==> config.mk <==
export PLATFORM = sky130hd
export DESIGN_NAME = cp0_exception_unit
export DESIGN_NICKNAME = d
export VERILOG_FILES = /design/src/rtl/cp0_pkg.sv /design/src/rtl/irq_sync_edge.sv /design/src/rtl/cp0_exception_unit.sv
export SDC_FILE = /design/constraint.sdc
export NUM_CORES = 1
export LEC_CHECK = 0
export BUFFER_PORTS_ARGS = -buffer_cell sky130_fd_sc_hd__buf_2
export CORE_ASPECT_RATIO = 1.1
export CORE_MARGIN = 2
export CORE_UTILIZATION = 45
export DETAILED_ROUTE_END_ITERATION = 10
export GPL_TIMING_DRIVEN = 0
export PLACE_DENSITY = 0.84
export SYNTH_ARGS = -nofsm -noshare
export SYNTH_HDL_FRONTEND = slang
export SYNTH_SLANG_ARGS = --single-unit
==> constraint.sdc <==
create_clock -name clk -period 2.3 [get_ports clk]
set_input_delay 0.23 -clock clk [delete_from_list [all_inputs] [get_ports clk]]
set_output_delay 0.23 -clock clk [all_outputs]
set_load 0.005 [all_outputs]
==> src/rtl/cp0_pkg.sv <==
// -----------------------------------------------------------------------------
// cp0_pkg
//   Shared definitions for the coprocessor-0 exception unit: CP0 register
//   numbers, field positions, ExcCode values, the packed views of the Status
//   and Cause registers, and helpers that expand them to 32-bit read words.
// -----------------------------------------------------------------------------
package cp0_pkg;

  // CP0 register numbers (rd field of mtc0/mfc0)
  localparam logic [4:0] CP0_STATUS = 5'd12;
  localparam logic [4:0] CP0_CAUSE  = 5'd13;
  localparam logic [4:0] CP0_EPC    = 5'd14;

  // Field positions inside the 32-bit architectural words
  localparam int IE_BIT  = 0;
  localparam int EXL_BIT = 1;
  localparam int IM_LO   = 8;   // IM in Status and IP in Cause share [10:8]
  localparam int IM_HI   = 10;
  localparam int EXC_LO  = 2;
  localparam int EXC_HI  = 6;

  // ExcCode values
  localparam logic [4:0] EXC_INT = 5'd0;
  localparam logic [4:0] EXC_SYS = 5'd8;

  // Only the implemented Status bits are stored; everything else reads 0.
  typedef struct packed {
    logic [2:0] im;
    logic       exl;
    logic       ie;
  } status_t;

  // Only the implemented Cause bits are stored; everything else reads 0.
  typedef struct packed {
    logic [2:0] ip;
    logic [4:0] exc_code;
  } cause_t;

  function automatic logic [31:0] status_word(input status_t s);
    logic [31:0] w;
    w = '0;
    w[IM_HI:IM_LO] = s.im;
    w[EXL_BIT]     = s.exl;
    w[IE_BIT]      = s.ie;
    return w;
  endfunction

  function automatic logic [31:0] cause_word(input cause_t c);
    logic [31:0] w;
    w = '0;
    w[IM_HI:IM_LO]   = c.ip;
    w[EXC_HI:EXC_LO] = c.exc_code;
    return w;
  endfunction

endpackage

==> src/rtl/irq_sync_edge.sv <==
// -----------------------------------------------------------------------------
// irq_sync_edge
//   Brings one asynchronous, level-sensitive interrupt line into the clk
//   domain through a two-flop synchroniser and emits a one-cycle pulse on
//   each synchronised rising edge. A level held high produces one pulse.
//
//   Ports:
//     clk        in   core clock
//     rst_n      in   asynchronous active-low reset
//     irq_async  in   raw external interrupt line
//     irq_rise   out  single-cycle pulse on a synchronised 0->1 transition
// -----------------------------------------------------------------------------
module irq_sync_edge (
  input  logic clk,
  input  logic rst_n,
  input  logic irq_async,
  output logic irq_rise
);

  logic sync1_q;
  logic sync2_q;
  logic prev_q;

  // NOTE: sequential state uses non-blocking assignments so every flop
  // samples pre-edge values; blocking here would collapse the sync chain.
  always_ff @(posedge clk or negedge rst_n) begin
    if (!rst_n) begin
      sync1_q <= 1'b0;
      sync2_q <= 1'b0;
      prev_q  <= 1'b0;
    end else begin
      sync1_q <= irq_async;
      sync2_q <= sync1_q;
      prev_q  <= sync2_q;
    end
  end

  assign irq_rise = sync2_q & ~prev_q;

endmodule

==> src/rtl/cp0_exception_unit.sv <==
// -----------------------------------------------------------------------------
// cp0_exception_unit
//   Coprocessor-0 register file (Status, Cause, EPC) and exception/interrupt
//   sequencer for the single-issue core. Decides, from pre-edge register
//   state, whether the committing instruction redirects to the handler vector
//   or returns to EPC, and latches interrupt edges into Cause.IP.
//
//   Ports:
//     clk, rst_n    core clock, asynchronous active-low reset
//     commit        current instruction completes this cycle
//     mtc0, mfc0    decoded CP0 move strobes (mfc0 is read-enable only)
//     eret, syscall decoded exception-return / system-call strobes
//     cp0_addr      CP0 register number for mtc0/mfc0
//     wdata         mtc0 write data
//     pc_next       sequential-next PC of the committing instruction
//     irq_in        asynchronous level interrupt lines
//     rdata         combinational CP0 read data
//     exc_take      redirect to exc_vector this cycle
//     exc_vector    handler entry address
//     eret_take     redirect to epc_out this cycle
//     epc_out       current EPC
//     int_pending   any unmasked pending interrupt
// -----------------------------------------------------------------------------
module cp0_exception_unit
  import cp0_pkg::*;
#(
  parameter logic [31:0] EXC_VECTOR   = 32'h0000_0800,
  parameter logic [31:0] RESET_STATUS = 32'h0000_0701,
  parameter int          N_IRQ        = 3
) (
  input  logic             clk,
  input  logic             rst_n,
  input  logic             commit,
  input  logic             mtc0,
  input  logic             mfc0,
  input  logic             eret,
  input  logic             syscall,
  input  logic [4:0]       cp0_addr,
  input  logic [31:0]      wdata,
  input  logic [31:0]      pc_next,
  input  logic [N_IRQ-1:0] irq_in,
  output logic [31:0]      rdata,
  output logic             exc_take,
  output logic [31:0]      exc_vector,
  output logic             eret_take,
  output logic [31:0]      epc_out,
  output logic             int_pending
);

  // The sequencer state is Status.EXL itself.
  localparam logic ST_NORMAL  = 1'b0;
  localparam logic ST_HANDLER = 1'b1;

  status_t     status_q, status_d;
  cause_t      cause_q,  cause_d;
  logic [31:0] epc_q,    epc_d;

  logic [N_IRQ-1:0] irq_rise;
  logic             sys_ok;
  logic             int_ok;
  logic             cp0_write;

  // mfc0 only qualifies writeback in the pipeline; the read mux is always live.
  logic unused_mfc0;
  assign unused_mfc0 = mfc0;

  // ---------------------------------------------------------------------------
  // Interrupt synchronisers
  // ---------------------------------------------------------------------------
  for (genvar i = 0; i < N_IRQ; i++) begin : g_irq
    irq_sync_edge u_irq_sync_edge (
      .clk       (clk),
      .rst_n     (rst_n),
      .irq_async (irq_in[i]),
      .irq_rise  (irq_rise[i])
    );
  end

  // ---------------------------------------------------------------------------
  // Take decisions from pre-edge state
  // ---------------------------------------------------------------------------
  assign int_pending = |(cause_q.ip & status_q.im);

  assign sys_ok = commit & syscall & (status_q.exl == ST_NORMAL);
  // eret and syscall in the same commit both block an interrupt take.
  assign int_ok = commit & status_q.ie & (status_q.exl == ST_NORMAL)
                & int_pending & ~eret & ~syscall;

  assign exc_take   = sys_ok | int_ok;
  assign eret_take  = commit & eret;
  assign exc_vector = EXC_VECTOR;
  assign epc_out    = epc_q;
  assign cp0_write  = commit & mtc0;

  // ---------------------------------------------------------------------------
  // Next-state: software write first, then IRQ set, then exception overrides
  // ---------------------------------------------------------------------------
  always_comb begin
    // NOTE: every combinational output gets a default before any branch, so
    // no path leaves a value unassigned and no latch is inferred.
    status_d = status_q;
    cause_d  = cause_q;
    epc_d    = epc_q;

    if (cp0_write) begin
      case (cp0_addr)
        CP0_STATUS: status_d = '{im: wdata[IM_HI:IM_LO], exl: wdata[EXL_BIT], ie: wdata[IE_BIT]};
        // Software can only clear IP bits; ExcCode is read-only.
        CP0_CAUSE:  cause_d.ip = cause_q.ip & wdata[IM_HI:IM_LO];
        CP0_EPC:    epc_d = wdata;
        default:    ;
      endcase
    end

    // Applied after the software clear so a same-cycle edge wins.
    cause_d.ip = cause_d.ip | irq_rise;

    if (exc_take) begin
      status_d.exl     = ST_HANDLER;
      epc_d            = pc_next;
      cause_d.exc_code = sys_ok ? EXC_SYS : EXC_INT;
    end else if (eret_take) begin
      status_d.exl = ST_NORMAL;
    end
  end

  always_ff @(posedge clk or negedge rst_n) begin
    if (!rst_n) begin
      status_q <= '{im: RESET_STATUS[IM_HI:IM_LO], exl: RESET_STATUS[EXL_BIT],
                    ie: RESET_STATUS[IE_BIT]};
      cause_q  <= '0;
      epc_q    <= '0;
    end else begin
      status_q <= status_d;
      cause_q  <= cause_d;
      epc_q    <= epc_d;
    end
  end

  // ---------------------------------------------------------------------------
  // Read mux over current (pre-edge) registers
  // ---------------------------------------------------------------------------
  always_comb begin
    rdata = '0;
    case (cp0_addr)
      CP0_STATUS: rdata = status_word(status_q);
      CP0_CAUSE:  rdata = cause_word(cause_q);
      CP0_EPC:    rdata = epc_q;
      default:    rdata = '0;
    endcase
  end

endmodule

==> run_results.csv, run 1 <==
group,metric,value,unit
sta,skew,0.00690,ns
die,dieArea,6670,µm²
run,cap_violations,0,
worst_setup_path,critPathCaptureType,"output port",
global_routing,busiest_layer,"met2",
layout,fillers,497,
worst_setup_path,path_cells,"a222oi_1 -> o2bb2ai_1 -> buf_4 -> buf_6 -> buf_2",
power,powerDensity,638,nW/µm²
drt,routed_wl,7090,µm
synth,synthDistinctLibCells,25,
global_routing,grt_overflow,0,
synth,synth_simple_gate_area_share,14.7,%
worst_setup_path,crit_slowest_cell,"a222oi_1",
drt,drc_errors,0,
clock_network,clockBufferDepth,2,
layout,multiInputGateArea,1190,µm²
sta,slew_viol_final,0,
synth,synth.largest_area_cell,"dfrtp_1",
synth,synth_seq_cells,50,
layout,fin_area,3740,µm²
worst_setup_path,critical_path_required,2.07,ns
worst_setup_path,reg2reg_setup_slack,0.50,ns
synth,yosysMostFrequentCell,"dfrtp_1",
layout,area_growth,37.7,%
sta,setup_viol,0,
worst_setup_path,cp_max_fo,10,
synth,synth_ff_type,"dfrtp_1",
synth,yosysWarningCount,0,
placement,placed_area,3640,µm²
synth,synthArstFlopShare,100,%
sta,final.min_clock_period,2.15,ns
layout,drive_above_1_share,45.7,%
clock_network,ctsHoldBuffers,0,
synth,syn-instance-count,268,
die,die_height,85.5,µm
worst_setup_path,worstPathArrival,1.92,ns
drt,drtAntennaViolNets,0,
clock_network,clk_latency,0.31,ns
clock_network,cts.sinks,50,
global_routing,use_met3,4.68,%
layout,diodes,0,
placement,port_buffers,143,
power,peakVddDrop,0.353,mV
power,power.total,2390,µW
clock_network,postCtsSetupBuffers,0,
synth,syn-cell-area,2720,µm²
run_status,outcome,"completed",
clock_network,cts_htree_levels,2,
drt,viasPerCell,4.57,
power,power.leakage,0.00195,µW
synth,synth_area_per_cell,10.1,µm²
sta,finalCritPeriodShare,93.4,%
worst_hold_path,hold-path-cell-count,1,
die,start_util,46.8,%
worst_hold_path,hp-class,"input port to register",
worst_setup_path,start_kind,"register",
global_routing,met2_usage,40.2,%
sta,worst_pin_slew,1.11,ns
clock_network,cts_root_buf,"clkbuf_8",
synth,synth_top_cells_by_area,"dfrtp_1 (42%), mux2i_1 (14%), buf_4 (9.9%), and2_1 (6.7%), o21ai_1 (5.9%)",
global_routing,grt_pass1_vias,2332,
drt,wl_per_cell,13.5,µm
worst_setup_path,r2r_cells,6,
global_routing,grt_pass1_wl,11300,µm
clock_network,clk_pin_slew,0.10,ns
sta,timing.hold.ws,0.0209,ns
die,rows,29,
die,die_x,78.1,µm
synth,synth_xor_area_share,0,%
drt,dr.pass1.iters,4,
layout,fin_nets,527,
sta,fin_tns_setup,0,ns
die,core,5810,µm²
die,io_pins,178,
synth,synthAdderAreaFrac,0,%
clock_network,cts_tree,"yes",
placement,hpwl,5560,µm
sta,max_clock_freq,465,MHz
worst_setup_path,crit_type,"register to output port",
synth,synth_top_family_by_area,"multiplexers",
drt,via_count,2403,
global_routing,gr-usage-met1,24.7,%
layout,fin_util,64.4,%
sta,hold_viol_final,0,
layout,register_area,1260,µm²
synth,synth_mux_area_share,15.7,%
global_routing,grt_max_degree,51,
drt,drtIter0Drc,120,
sta,relSlewSlack,26.3,%
synth,synthTopCellsByCount,"dfrtp_1 (46), mux2i_1 (38), nand2_1 (37), buf_4 (36), o21ai_1 (32)",
worst_setup_path,slowest_delay,0.50,ns
global_routing,track_usage,21.6,%
synth,synth_compound_area_share,9.03,%
synth,yosys.area.top_type_share,42.4,%
synth,synth-edff-count,0,
placement,gp_congestion,0.865,
sta,rsz0062_at_grt,"no",
synth,ys_seq_area_share,46.2,%
clock_network,numCtsBuffers,5,
global_routing,antenna_found_initial,0,
## registers in the layout (all words and copies together), names as in the netlist
register and flops:
g_irq.u_irq_sync_edge.prev_q 3, cause_q 4, epc_out 32, status_q 5, g_irq.u_irq_sync_edge.sync2_q 3, g_irq.u_irq_sync_edge.sync1_q 3
## kinds of logic after synthesis
| logic type | Yosys count |
|---|---|
| other cells | 2 |
| simple gates | 76 |
| compound gates | 46 |
| mux | 42 |
| buf+inv | 52 |
| flops | 50 |
## per-stage QoR
step | setup slack (ns) | cells
2_1_floorplan | 0.821 | 298
3_5_place_dp | 0.0969 | 518
5_1_grt | 0.0375 | 526
6_report | 0.151 | 526
3_3_place_gp | 0.133 | 518
4_1_cts | 0.0907 | 526
## final cells by class
cell class | instances | share of cell area (%)
tap | 77 | 2.58
timing repair buffer | 143 | 19.1
clock buffer | 5 | 1.84
multi-input combinational | 196 | 31.9
clock inverter | 3 | 0.769
buffer | 47 | 9.70
sequential | 50 | 33.6
inverter | 5 | 0.502
## critical path, delay by kind of cell (launching register included)
family,cells,cell delay [ns]
AOI/OAI and AO/OA,2,0.71
buffers and inverters,3,0.49
DFF,1,0.40
## cells in the final DEF (no fill, tap or decap)
cell,n
buf_2,145
dfrtp_1,46
mux2i_1,38
nand2_1,37
buf_4,36
o21ai_1,32
conb_1,32
and2_1,29
o21ai_0,10
inv_1,5
clkbuf_8,5
clkbuf_1,4
mux2_2,4
dfstp_2,4
buf_8,3
nand4bb_1,2
nor2_1,2
buf_6,2
nor3b_2,2
nor2_2,1
nor4bb_1,1
nor2b_1,1
a222oi_1,1
o2bb2ai_1,1
a22o_1,1
nand3_1,1
o21bai_1,1
inv_6,1
inv_8,1
clkinv_4,1
## routing by layer
| metal | wire length (µm) | share of wire, % |
|---|---|---|
| met5 | 0 | 0 |
| met4 | 74 | 1.0 |
| met1 | 2750 | 39 |
| met3 | 531 | 7.5 |
| met2 | 3740 | 53 |
## path summary, 6_finish.rpt
| check | startpoint | end |
|---|---|---|
| max reg2reg | cause_q[5]$_DFF_PN0_ | epc_out[11]$_DFFE_PN0P_ |
| min in group asynchronous | rst_n | g_irq[1].u_irq_sync_edge.sync2_q$_DFF_PN0_ |
| min | irq_in[0] | g_irq[0].u_irq_sync_edge.sync1_q$_DFF_PN0_ |
| max | cause_q[5]$_DFF_PN0_ | exc_take |
| max in group asynchronous | rst_n | epc_out[31]$_DFFE_PN0P_ |
| min reg2reg | g_irq[0].u_irq_sync_edge.sync1_q$_DFF_PN0_ | g_irq[0].u_irq_sync_edge.sync2_q$_DFF_PN0_ |
## report_power, final
part           switching (µW)  internal [µW]  leakage (µW)
combinational             301            342       0.00131
clock                     317            228     0.0000506
sequential                133           1070      0.000591
total                     750           1640       0.00195
## timing repair
action | CTS | global route
endpoints found under the setup margin | 0 | 9
hold endpoints to repair | 0 | 0
gates resized for setup | 0 | 1
(Power assumes the default switching activity.)
==> run 2: changes to the inputs <==
ABC_AREA = 1   (was unset)
GPL_TIMING_DRIVEN = unset   (was 0)
PLACE_DENSITY = 0.8   (was 0.84)
==> run 2 against run 1 <==
Net effect:
- synthesized cell count up 73%
- via count increased by 43%
- non-clock buffer count down 35
- register-to-register slack gained 0.10 ns
- synthesized area is 19% higher
- maximum frequency increased by 19%
- cell area grew 5.8%
- total power increased by 20%
- flip-flop and latch count unchanged
- worst setup slack improved by 0.34 ns
- sequential power rose by 15%
- critical endpoint unchanged
- largest power group unchanged
- highest routed layer unchanged
==> run_results.csv, run 2 <==
group,metric,value,unit
sta,fin_tns_setup,0,ns
drt,viasPerCell,5.05,
layout,fin_util,56.8,%
synth,syn-instance-count,463,
sta,timing.hold.ws,0.0314,ns
synth,synthTopCellsByCount,"nand2_1 (116), inv_1 (76), nand4_1 (64), dfrtp_1 (46), nand3_1 (38)",
worst_setup_path,critical_path_required,2.07,ns
placement,placed_cells,669,
worst_setup_path,worstPathArrival,1.58,ns
clock_network,clockBufferDepth,2,
layout,diodes,0,
drt,routed_wl,9030,µm
worst_setup_path,path_buf_inv,1,
clock_network,numCtsBuffers,5,
sta,setup_slack,0.489,ns
placement,port_buffers,144,
drt,wl_per_cell,13.3,µm
clock_network,clk_pin_slew,0.09,ns
placement,pre_cts_ws,0.569,ns
die,start_util,46.3,%
synth,synth_top_cells_by_area,"dfrtp_1 (36%), nand2_1 (13%), nand4_1 (12%), inv_1 (8.8%), buf_4 (8.1%)",
die,io_pins,178,
sta,slew_viol_final,0,
sta,setup_viol,0,
clock_network,cts_resized,0,
clock_network,cts_root_buf,"clkbuf_8",
worst_setup_path,slowest_delay,0.54,ns
synth,yosys.area.top_type_share,35.7,%
synth,synth_area_per_cell,6.97,µm²
placement,gp_congestion,0.849,
global_routing,grt_pass1_wl,14100,µm
clock_network,cts_htree_levels,2,
layout,final_common_cell,"buf_2",
clock_network,clk_latency,0.30,ns
synth,yosysMostFrequentCell,"nand2_1",
synth,yosysWarningCount,0,
drt,drc_errors,0,
die,rows,32,
clock_network,cts_tree,"yes",
synth,synth-edff-count,0,
worst_setup_path,critPathCaptureType,"output port",
layout,area_growth,22.7,%
synth,synthArstFlopShare,100,%
clock_network,ctsHoldBuffers,1,
power,peakVddDrop,0.330,mV
clock_network,postCtsSetupBuffers,0,
global_routing,grt_max_degree,66,
worst_setup_path,crit_type,"register to output port",
synth,synth_seq_cells,50,
synth,syn-cell-area,3230,µm²
layout,fin_cells,678,
global_routing,antenna_found_initial,0,
die,dieArea,7870,µm²
layout,fin_nets,671,
placement,hpwl,6390,µm
drt,via_count,3427,
global_routing,grt_pass1_vias,3037,
worst_hold_path,hp-class,"input port to register",
sta,max_clock_freq,552,MHz
worst_setup_path,path_cells,"nand2_1 -> nand3_1 -> nand3_2 -> nand2_2 -> buf_2",
layout,drive_above_1_share,29.3,%
run,cap_violations,0,
synth,synth_ff_type,"dfrtp_1",
sta,skew,0.00595,ns
layout,final_cell_mix,"buf_2 (144), nand2_1 (116), inv_1 (76)",
sta,hold_viol_final,0,
sta,relSlewSlack,52.9,%
sta,final.min_clock_period,1.81,ns
power,powerDensity,726,nW/µm²
synth,ys_seq_area_share,38.9,%
die,die_x,84.7,µm
global_routing,track_usage,22.1,%
worst_setup_path,cp_max_fo,18,
power,power.leakage,0.00247,µW
synth,synthDistinctLibCells,19,
worst_setup_path,crit_slowest_cell,"dfstp_2",
global_routing,grt_overflow,0,
layout,largest_reg_flops,32,
drt,dr.pass1.iters,5,
die,core,6970,µm²
sta,rsz0062_at_grt,"no",
drt,drtIter0Drc,225,
worst_setup_path,start_kind,"register",
sta,worst_pin_slew,0.706,ns
run_status,outcome,"completed",
die,die_height,92.8,µm
clock_network,cts.sinks,50,
synth,synth.largest_area_cell,"dfrtp_1",
sta,finalCritPeriodShare,78.7,%
drt,drtAntennaViolNets,0,
worst_setup_path,critPathTopFamily,"simple AND/OR/NAND/NOR gates",
-- run 2: cell types whose count changed after synthesis, moves of 4 or more --
cell and delta:
mux2_2 -4, o21ai_1 -32, nand3_1 +37, inv_1 +71
nand2_1 +79, nand4_1 +64, buf_2 +19, and2_1 -29
nor2_1 +26, mux2i_1 -38
-- run 2: cells by family after synthesis --
| logic type | synth area share [%] |
|---|---|
| buffers and inverters | 21.3 |
| flip-flops | 38.9 |
| AO/OA/AOI/OAI | 2.79 |
| AND/OR/NAND/NOR | 36.8 |
| other | 0.233 |
-- run 2: power breakdown --
part	total (µW)	leakage (µW)	switching, µW	internal [µW]
Clock	525	0.0000482	282	243
Combinational	968	0.00185	530	438
Sequential	1380	0.000567	228	1150
-- run 2: per-layer routing --
metal  share of wire [%]  GRT usage [%]
met5                   0              0
met4                 1.2           7.80
met3                 7.3           3.65
met2                  52           38.3
met1                  40           27.8
-- run 2: layout make-up --
class	instances	area, µm²
fillers	683	3010
multi-input cells	302	1410
flip-flops and latches	50	1260
repair buffers	155	806
inverters	78	293
well taps	85	106
clock buffers	7	86.3
clock inverters	1	5.00
-- run 2: worst paths after layout --
check | start | end | slack [ns] | depth (start not counted)
max in group asynchronous | rst_n | epc_out[31]$_DFFE_PN0P_ | 1.05 | 3
min in group asynchronous | rst_n | g_irq[1].u_irq_sync_edge.sync1_q$_DFF_PN0_ | 0.51 | 2
setup reg to reg | status_q[3]$_DFFE_PN1P_ | epc_out[4]$_DFFE_PN0P_ | 0.60 | 8
hold / removal | irq_in[2] | g_irq[2].u_irq_sync_edge.sync1_q$_DFF_PN0_ | 0.03 | 1
hold reg to reg | g_irq[2].u_irq_sync_edge.sync1_q$_DFF_PN0_ | g_irq[2].u_irq_sync_edge.sync2_q$_DFF_PN0_ | 0.37 | 0
setup / recovery | status_q[3]$_DFFE_PN1P_ | exc_take | 0.49 | 5
-- run 2: per-stage QoR --
stage          power (µW)  instance area (µm²)
2_1_floorplan        1920                 3340
3_3_place_gp         2320                 3860
3_5_place_dp         2370                 3860
4_1_cts              2900                 3960
5_1_grt              3100                 3960
6_report             2880                 3960
